## config.mk

```make
export PLATFORM = sky130hd
export DESIGN_NAME = cdb_arbiter_flat
export DESIGN_NICKNAME = d
export VERILOG_FILES = /design/src/rtl/cdb_arbiter_if.sv /design/src/rtl/cdb_arbiter.sv /design/src/flat_wrapper.sv
export SDC_FILE = /design/constraint.sdc
export NUM_CORES = 1
export LEC_CHECK = 0
export ABC_AREA = 1
export BUFFER_PORTS_ARGS = -buffer_cell sky130_fd_sc_hd__buf_2
export CELL_PAD_IN_SITES_DETAIL_PLACEMENT = 2
export CELL_PAD_IN_SITES_GLOBAL_PLACEMENT = 2
export CORE_MARGIN = 5
export CORE_UTILIZATION = 40
export DETAILED_ROUTE_END_ITERATION = 10
export GPL_ROUTABILITY_DRIVEN = 0
export PLACE_DENSITY_LB_ADDON = 0.1
export SYNTH_ARGS = -nofsm -noshare
export SYNTH_HDL_FRONTEND = slang
export SYNTH_SLANG_ARGS = --single-unit
```

## constraint.sdc

```tcl
create_clock -name clk -period 3.6 [get_ports clk]
set_clock_uncertainty 0.2 [all_clocks]
set_input_delay 0.18 -clock clk [delete_from_list [all_inputs] [get_ports clk]]
set_output_delay 0.18 -clock clk [all_outputs]
set_load 0.03 [all_outputs]
```

## src/rtl/cdb_arbiter_if.sv

```systemverilog
// Result-producer channels and the shared broadcast bus.
// master drives results, slave is the arbiter.
interface cdb_arbiter_if #(
  parameter int ROB_SIZE_LOG = 4
);
  logic                    alu_send;
  logic [31:0]             alu_value;
  logic [ROB_SIZE_LOG-1:0] alu_reorder;
  logic                    alu_full;
  logic                    lsb_send;
  logic [31:0]             lsb_value;
  logic [ROB_SIZE_LOG-1:0] lsb_reorder;
  logic                    lsb_full;
  logic                    cdb_send;
  logic [31:0]             cdb_value;
  logic [ROB_SIZE_LOG-1:0] cdb_reorder;

  modport master (
    output alu_send, alu_value, alu_reorder,
    output lsb_send, lsb_value, lsb_reorder,
    input  alu_full, lsb_full,
    input  cdb_send, cdb_value, cdb_reorder
  );

  modport slave (
    input  alu_send, alu_value, alu_reorder,
    input  lsb_send, lsb_value, lsb_reorder,
    output alu_full, lsb_full,
    output cdb_send, cdb_value, cdb_reorder
  );
endinterface

```

## src/rtl/cdb_arbiter.sv

```systemverilog
// Two-source result FIFOs drained round-robin
// onto the single common data bus.
module cdb_arbiter #(
  parameter int ROB_SIZE_LOG = 4,
  parameter int FIFO_DEPTH   = 4
) (
  input logic          clk,
  input logic          rst,
  input logic          rdy,
  input logic          jump_rst,
  cdb_arbiter_if.slave bus
);
  localparam int PW = $clog2(FIFO_DEPTH);
  localparam int CW = PW + 1;
  localparam logic [CW-1:0] FULL = CW'(FIFO_DEPTH);
  localparam logic [PW-1:0] ONE  = PW'(1);

  logic [31:0]             alu_val [FIFO_DEPTH];
  logic [ROB_SIZE_LOG-1:0] alu_tag [FIFO_DEPTH];
  logic [31:0]             lsb_val [FIFO_DEPTH];
  logic [ROB_SIZE_LOG-1:0] lsb_tag [FIFO_DEPTH];

  logic [PW-1:0] alu_head, alu_tail;
  logic [PW-1:0] lsb_head, lsb_tail;
  logic [CW-1:0] alu_cnt, lsb_cnt;
  logic          last_grant;

  logic                    cdb_send_q;
  logic [31:0]             cdb_value_q;
  logic [ROB_SIZE_LOG-1:0] cdb_reorder_q;

  logic run;
  logic alu_push, lsb_push;
  logic alu_ne, lsb_ne;
  logic alu_gnt, lsb_gnt;

  assign run      = rdy & ~jump_rst;
  assign alu_push = run & bus.alu_send;
  assign lsb_push = run & bus.lsb_send;
  assign alu_ne   = (alu_cnt != '0);
  assign lsb_ne   = (lsb_cnt != '0);

  // last_grant=1 means LSB went last, so ALU wins a tie
  assign alu_gnt = alu_ne & (~lsb_ne | last_grant);
  assign lsb_gnt = lsb_ne & (~alu_ne | ~last_grant);

  assign bus.alu_full    = (alu_cnt == FULL);
  assign bus.lsb_full    = (lsb_cnt == FULL);
  assign bus.cdb_send    = cdb_send_q;
  assign bus.cdb_value   = cdb_value_q;
  assign bus.cdb_reorder = cdb_reorder_q;

  // entry storage: written at tail, never needs reset
  always_ff @(posedge clk) begin
    if (alu_push) begin
      alu_val[alu_tail] <= bus.alu_value;
      alu_tag[alu_tail] <= bus.alu_reorder;
    end
    if (lsb_push) begin
      lsb_val[lsb_tail] <= bus.lsb_value;
      lsb_tag[lsb_tail] <= bus.lsb_reorder;
    end
  end

  // pointers, counts, arbitration and the bus register
  always_ff @(posedge clk or posedge rst) begin
    if (rst) begin
      alu_head      <= '0;
      alu_tail      <= '0;
      alu_cnt       <= '0;
      lsb_head      <= '0;
      lsb_tail      <= '0;
      lsb_cnt       <= '0;
      last_grant    <= 1'b1;
      cdb_send_q    <= 1'b0;
      cdb_value_q   <= '0;
      cdb_reorder_q <= '0;
    end else if (jump_rst) begin
      alu_head   <= '0;
      alu_tail   <= '0;
      alu_cnt    <= '0;
      lsb_head   <= '0;
      lsb_tail   <= '0;
      lsb_cnt    <= '0;
      last_grant <= 1'b1;
      cdb_send_q <= 1'b0;
    end else if (!rdy) begin
      cdb_send_q <= 1'b0;
    end else begin
      if (alu_push) alu_tail <= alu_tail + ONE;
      if (lsb_push) lsb_tail <= lsb_tail + ONE;
      if (alu_gnt)  alu_head <= alu_head + ONE;
      if (lsb_gnt)  lsb_head <= lsb_head + ONE;
      alu_cnt <= alu_cnt + CW'(alu_push)
               - CW'(alu_gnt);
      lsb_cnt <= lsb_cnt + CW'(lsb_push)
               - CW'(lsb_gnt);
      unique case (1'b1)
        alu_gnt: begin
          cdb_send_q    <= 1'b1;
          cdb_value_q   <= alu_val[alu_head];
          cdb_reorder_q <= alu_tag[alu_head];
          last_grant    <= 1'b0;
        end
        lsb_gnt: begin
          cdb_send_q    <= 1'b1;
          cdb_value_q   <= lsb_val[lsb_head];
          cdb_reorder_q <= lsb_tag[lsb_head];
          last_grant    <= 1'b1;
        end
        default: cdb_send_q <= 1'b0;
      endcase
    end
  end
endmodule

```

## src/flat_wrapper.sv

```systemverilog
// flat-port wrapper written by rule: the top's interface ports become plain ports
module cdb_arbiter_flat 
#(
  parameter int ROB_SIZE_LOG = 4,
  parameter int FIFO_DEPTH   = 4
)
  (clk, rst, rdy, jump_rst, bus_alu_send, bus_alu_value, bus_alu_reorder, bus_lsb_send, bus_lsb_value, bus_lsb_reorder, bus_alu_full, bus_lsb_full, bus_cdb_send, bus_cdb_value, bus_cdb_reorder);
  cdb_arbiter_if #(.ROB_SIZE_LOG(ROB_SIZE_LOG)) bus_i ();
  input logic clk;
  input logic rst;
  input logic rdy;
  input logic jump_rst;
  input wire logic [$bits(bus_i.alu_send)-1:0] bus_alu_send;
  input wire logic [$bits(bus_i.alu_value)-1:0] bus_alu_value;
  input wire logic [$bits(bus_i.alu_reorder)-1:0] bus_alu_reorder;
  input wire logic [$bits(bus_i.lsb_send)-1:0] bus_lsb_send;
  input wire logic [$bits(bus_i.lsb_value)-1:0] bus_lsb_value;
  input wire logic [$bits(bus_i.lsb_reorder)-1:0] bus_lsb_reorder;
  output wire logic [$bits(bus_i.alu_full)-1:0] bus_alu_full;
  output wire logic [$bits(bus_i.lsb_full)-1:0] bus_lsb_full;
  output wire logic [$bits(bus_i.cdb_send)-1:0] bus_cdb_send;
  output wire logic [$bits(bus_i.cdb_value)-1:0] bus_cdb_value;
  output wire logic [$bits(bus_i.cdb_reorder)-1:0] bus_cdb_reorder;
  assign bus_i.alu_send = bus_alu_send;
  assign bus_i.alu_value = bus_alu_value;
  assign bus_i.alu_reorder = bus_alu_reorder;
  assign bus_i.lsb_send = bus_lsb_send;
  assign bus_i.lsb_value = bus_lsb_value;
  assign bus_i.lsb_reorder = bus_lsb_reorder;
  assign bus_alu_full = bus_i.alu_full;
  assign bus_lsb_full = bus_i.lsb_full;
  assign bus_cdb_send = bus_i.cdb_send;
  assign bus_cdb_value = bus_i.cdb_value;
  assign bus_cdb_reorder = bus_i.cdb_reorder;
  cdb_arbiter #(.ROB_SIZE_LOG(ROB_SIZE_LOG), .FIFO_DEPTH(FIFO_DEPTH)) u_core (.clk(clk), .rst(rst), .rdy(rdy), .jump_rst(jump_rst), .bus(bus_i));
endmodule
```

Word level (Yosys, flattened, before mapping). Memory sizes are Yosys's and may differ from the RTL's. Index checks and enable logic that the tools add are counted. W data, S select, Z words.

Add/subtract/negate cells: 8. Equality and inequality tests: 2. Muxes and demuxes: 28. Bitwise operators: 11. Reduce and logical (&&, ||, !) cells: 16.

Operators by type and width (count): $pmux W32 S2 (1); $mux W2 (12); $mux W3 (4); $reduce_bool A2 Y1 (6); $reduce_and A2 Y1 (5); $mux W1 (9); $reduce_bool A3 Y1 (3); $add A2 B1 Y2 const B (4); $pmux W4 S2 (1); $add A3 B1 Y3 (2); $eq A3 B3 Y1 const B (2); $sub A3 B1 Y3 (2); $and A1 B1 Y1 (5); $not A1 Y1 (4); $reduce_and A3 Y1 (1); $or A1 B1 Y1 (2); $pmux W1 S2 (1); $reduce_or A2 Y1 (1).

Register bits: 52. Bits in writable memories: 288. Input port bits: 78. Word-level logic and storage cells: 79. Memories: 4.

Memories: u_core.alu_val (depth 4, bits a word 32, rd ports 1, clocked after Yosys merged registers in 0, write ports 1, line cdb_arbiter.sv:18) `logic [31:0] alu_val [FIFO_DEPTH];`; u_core.lsb_val (depth 4, bits a word 32, rd ports 1, clocked after Yosys merged registers in 0, write ports 1, line cdb_arbiter.sv:20) `logic [31:0] lsb_val [FIFO_DEPTH];`; u_core.alu_tag (depth 4, bits a word 4, rd ports 1, clocked after Yosys merged registers in 0, write ports 1, line cdb_arbiter.sv:19) `logic [ROB_SIZE_LOG-1:0] alu_tag [FIFO_DEPTH];`; u_core.lsb_tag (depth 4, bits a word 4, rd ports 1, clocked after Yosys merged registers in 0, write ports 1, line cdb_arbiter.sv:21) `logic [ROB_SIZE_LOG-1:0] lsb_tag [FIFO_DEPTH];`.

Depth between registers and ports, before layout.
Word-level depth: 8. Gate-level depth with buffers: 12. Depth with buffers taken out: 12.

Least setup slack after synthesis. Ideal clock, no wire load.

Path type: reg-to-reg. Start point: reg u_core.alu_tail[0]. End point: mem u_core.alu_tag[2][0] (enable). Setup time: 429 ps. Arrival: 2180 ps. Data required time: 2971 ps. Path slack: 791 ps. Cell stages (with the launch flop): 5. Path buffers: 0. Cell sequence: dfrtp_1 inv_1 ha_1 inv_1 nor2_1.

RTL lines: start, declared (line cdb_arbiter.sv:23) `logic [PW-1:0] alu_head, alu_tail;`; start signal, assigned (line cdb_arbiter.sv:90) `if (alu_push) alu_tail <= alu_tail + ONE;`; end, declared (line cdb_arbiter.sv:19).

No word-level cell before the write port.

Worst setup path after layout.
Start point: reg u_core.lsb_cnt[1]. End point: reg u_core.alu_cnt[2].

Cells in the longest elaborated chain, start to end: 7.

RTL lines: start, declared (line cdb_arbiter.sv:25) `logic [CW-1:0] alu_cnt, lsb_cnt;`; start signal, assigned (line cdb_arbiter.sv:96) `lsb_cnt <= lsb_cnt + CW'(lsb_push)`; $reduce_bool A3 Y1 (line cdb_arbiter.sv:41) `assign lsb_ne = (lsb_cnt != '0);`; $not A1 Y1 (line cdb_arbiter.sv:44) `assign alu_gnt = alu_ne & (~lsb_ne | last_grant);`; $or A1 B1 Y1 (line cdb_arbiter.sv:44); $and A1 B1 Y1 (line cdb_arbiter.sv:44); $sub A3 B1 Y3 (line cdb_arbiter.sv:95) `- CW'(alu_gnt);`; $mux W3 (line cdb_arbiter.sv:87) `end else if (!rdy) begin`; $mux W3 (line cdb_arbiter.sv:78) `end else if (jump_rst) begin`; end signal, assigned (line cdb_arbiter.sv:94) `alu_cnt <= alu_cnt + CW'(alu_push)`; end, declared (line cdb_arbiter.sv:25).

No other way between the ends. The select of a mux whose other input is x is not followed. A chain may end at the register's enable or synchronous reset.

==> run summary <==
The core box area came out at 34500 um2. The clock tree buffer depth was 3. The first detailed-routing pass took 4 iterations. The total overflow left after global routing is 0. After detailed routing, the wire length on met1 is 18500 um.

From bottom edge to top edge, the die measures 197 um. The run gives 10700 as the number of global-route vias before repair. The horizontal die dimension works out to 197 um. The measured slew at the worst slew-check pin was 1040 ps. Cells fill 49.2% of the core in the end. VDD sags by at most 426 uV. sky130_fd_sc_hd__edfxtp_1 takes more of the synthesized area than any other cell. Entering global routing, the biggest net connects 75 pins. The number of register bits inferred by synthesis was 340.

By startpoint and endpoint, the worst setup path is classified as reg -> reg. Among all stages on the critical path, the largest delay is contributed by sky130_fd_sc_hd__dfrtp_1. Dividing the final minimum period by the clock period gives 70.5%.

Area share of the leading cell type in the synthesized netlist: 62.1%. Setup repair after global routing left no endpoint under its margin. TritonCTS built the clock tree. 117 I/O pins were placed.

Of the synthesized area, sequential elements account for 71.4%. For the number of violations of the max-capacitance limit, the log shows 0. Buffers inserted to repair hold after CTS numbered 75.

Compared with the post-synthesis result, the final layout area differs by 21.7%. Once the clock tree was built, the setup fixing pass inserted 0 buffers. Ranked by total cell area, the synthesized netlist is headed by sky130_fd_sc_hd__edfxtp_1 62%, sky130_fd_sc_hd__nand2_1 14%, sky130_fd_sc_hd__dfrtp_1 9.2%, sky130_fd_sc_hd__nand3_1 5.7%, sky130_fd_sc_hd__nand3_2 2.2%.

The signal on the critical path passes through inv_2 -> nand3_4 -> a21oi_1 -> ha_1 -> inv_1 -> ha_1 -> inv_1 -> fa_1 -> a21oi_1 -> nand3b_1 -> o21ai_0. The arrival time at the worst endpoint came out at 2730 ps. In the final layout, the share of cells above drive strength 1 is 17.3%.

The net count of the finished layout came out at 1491. In the detailed route, the total length drawn on met3 is 977 um. Half-perimeter wire length after detailed placement: 25600 um.

The switching power total was 4.80 mW. The run gives 20000 um as the met2 wirelength from detailed routing. The internal portion of the total power is 8.01 mW. The run gives 30.4% as the relative slew slack.

The run gives 1297 as the number of nets produced by synthesis. The startpoint type of the worst setup path is a flip-flop. Net switching is 37.5% of the power. Input and output buffers added on the ports amount to 116.

The run finished with clean final reports. The antenna cell count is 0, and the register clock-pin slew on the reported worst setup and hold paths is 60 ps. The tools report the upper clock frequency limit as 394 MHz.

The uppermost signal routing layer after detailed routing was met4. The tools report the first-pass GRT wire length as 62400 um. The worst setup path is captured at a flip-flop. The run gives 0 as the count of pins over their slew limit.

The mean post-synth cell area is 11.6 um2, and the via count normalized by instance count is 5.06. After detailed routing, the average wire length per cell comes to 21.2 um. For the instance count of the mapped netlist, the log shows 1206. The dominant delay contributor by cell family on the critical path was adder cells. Per report_power, the sequential group accounts for 37.4% of the total.

The post-layout worst setup margin was 1060 ps. The floorplan step defined a die boundary enclosing 38700 um2. Insertion delay to the later sink of the worst-skew pair: 520 ps. The post-layout minimum cycle time came out at 2540 ps. The final worst hold slack is 122 ps. The H-tree was split into 2 levels. The top fanout value on the critical path works out to 6.

Summed over all layers, the routed wires come to 39900 um. Leakage power total: 6.85 nW. The total number of yosys warnings is 0. STA puts the critical path data required time at 3800 ps. The final hold violation count was 0; the power per standard cell area was 756 nW/um2. The initial antenna violation count was 0. Row generation in the floorplan step produced 68 rows. The combinational fraction of design power is 32.5%, and the total number of vias is 9546.

The number of nets with antenna violations after detailed routing was 0. The number of buffers created by CTS is 38, and the setup total negative slack is 0 ps. The tools report the CTS root buffer as sky130_fd_sc_hd__clkbuf_16. The run gives 1090 ps as the minimum setup slack after placement. Counting distinct cell types in the post-synthesis netlist gives 29. Across every metal layer, demand over resource in global routing totals 20.6%. The run gives 416 as the number of DRC violations after detailed-routing iteration 0.

The path category of the worst min-delay check is in -> reg. Setup violations remaining at the end of the flow were counted as 0. The logs give 0 for the number of instances resized during post-cts repair and 12.8 mW for the total power of the final layout. The total standard cell area after synthesis was 13900 um2; the stage delay of the slowest cell on the critical path was 430 ps. The clock net in this run drives a total of 340 sinks. The critical path contains buffers and inverters numbering 3 combined.

The detailed-route DRC error count was 0. The share of total power dissipated in the clock network is 30.1%. Starting density of the core: 40.4%.
[registers in the layout (all words and copies together) (netlist names), 2 cells and up]
signal                  cells
u_core.alu_head             2
u_core.lsb_tail             2
u_core.lsb_cnt              3
u_core.bus.cdb_value       32
u_core.bus.cdb_reorder      4
u_core.lsb_tag             16
u_core.lsb_head             2
u_core.alu_tail             2
u_core.alu_val            128
u_core.alu_cnt              3
u_core.alu_tag             16
u_core.lsb_val            128
[synthesized netlist by cell type (all sizes together)]
library cell	n
ha	11
a21oi	3
dfrtp	51
nand3	189
nand3b	2
nand4	4
nand2	535
nor3	1
edfxtp	288
o21ai	8
nor2	14
inv	33
o22ai	2
buf	37
dfstp	1
fa	2
clkbuf	22
o21bai	1
xor2	2
[layout by cell type (no fill, tap or decap), types with 11 or more instances in the layout]
| cell | count |
|---|---|
| sky130_fd_sc_hd__nand3_2 | 30 |
| sky130_fd_sc_hd__edfxtp_1 | 288 |
| sky130_fd_sc_hd__clkbuf_1 | 17 |
| sky130_fd_sc_hd__nand2_1 | 534 |
| sky130_fd_sc_hd__ha_1 | 11 |
| sky130_fd_sc_hd__buf_2 | 116 |
| sky130_fd_sc_hd__dfrtp_1 | 49 |
| sky130_fd_sc_hd__inv_2 | 12 |
| sky130_fd_sc_hd__inv_1 | 19 |
| sky130_fd_sc_hd__dlygate4sd3_1 | 75 |
| sky130_fd_sc_hd__clkbuf_16 | 41 |
| sky130_fd_sc_hd__nand3_1 | 158 |
| sky130_fd_sc_hd__buf_4 | 22 |
[routing by layer]
layer / vias to the layer above / track usage (%)
met3: 37 / 2.58
met1: 4911 / 28.6
li1: 4482 / -
met4: 0 / 3.67
met2: 116 / 35.7
met5: - / 0
[area by class of cell]
| cell class | instances | area [um2] |
|---|---|---|
| inverter | 33 | 129 |
| clock inverter | 11 | 125 |
| clock buffer | 59 | 1100 |
| timing repair buffer | 213 | 1500 |
| tap | 455 | 569 |
| fill | 3475 | 17500 |
| sequential | 340 | 9950 |
| multi-input combinational | 774 | 3580 |
[power groups by stage]
stage,Sequential [mW],Clock (mW),Combinational [mW]
final,4.79,3.86,4.17
after global routing,4.82,4.13,4.65
after CTS,4.80,3.96,4.26
after detailed placement,4.87,0,4.15
after global placement,4.86,0,4.00
after floorplan,5.18,0,2.50
[per-stage QoR]
stage | cell area, um2 | cells
floorplan | 13900 | 1206
global placement | 15000 | 1740
detailed placement | 15000 | 1740
CTS | 17000 | 1885
global route | 17000 | 1885
finish | 17000 | 1885
[kinds of logic after synthesis]
family                   share of synthesized area [%]
AND/OR/NAND/NOR                                   23.3
flip-flops                                        71.4
buffers and inverters                             3.30
AO/OA/AOI/OAI                                    0.539
adder cells (fa/ha/maj)                           1.28
XOR/XNOR                                         0.126
[worst reg2reg max path: stages, from the launching register on]
cell and delay [ps]:
sky130_fd_sc_hd__dfrtp_1 430, sky130_fd_sc_hd__inv_2 120, sky130_fd_sc_hd__nand3_4 110, sky130_fd_sc_hd__a21oi_1 260
sky130_fd_sc_hd__ha_1 290, sky130_fd_sc_hd__inv_1 60, sky130_fd_sc_hd__ha_1 140, sky130_fd_sc_hd__inv_1 50
sky130_fd_sc_hd__fa_1 420, sky130_fd_sc_hd__a21oi_1 120, sky130_fd_sc_hd__nand3b_1 120, sky130_fd_sc_hd__o21ai_0 80
[final timing paths]
| kind | cells past startpoint | slack [ps] | startpoint | to |
|---|---|---|---|---|
| worst max-delay path | 11 | 1060 | u_core.lsb_cnt[1] | u_core.alu_cnt[2] |
| worst min-delay path | 4 | 120 | bus_alu_send | u_core.alu_tail[1] |
| worst max register to register | 11 | 1060 | u_core.lsb_cnt[1] | u_core.alu_cnt[2] |
| worst min register to register | 2 | 280 | u_core.bus.cdb_value[2] | u_core.bus.cdb_value[2] |
| max in group asynchronous | 4 | 2180 | rst | u_core.bus.cdb_value[3] |
| min in group asynchronous | 3 | 270 | rst | u_core.bus.cdb_value[9] |
(Power assumes the default switching activity.)
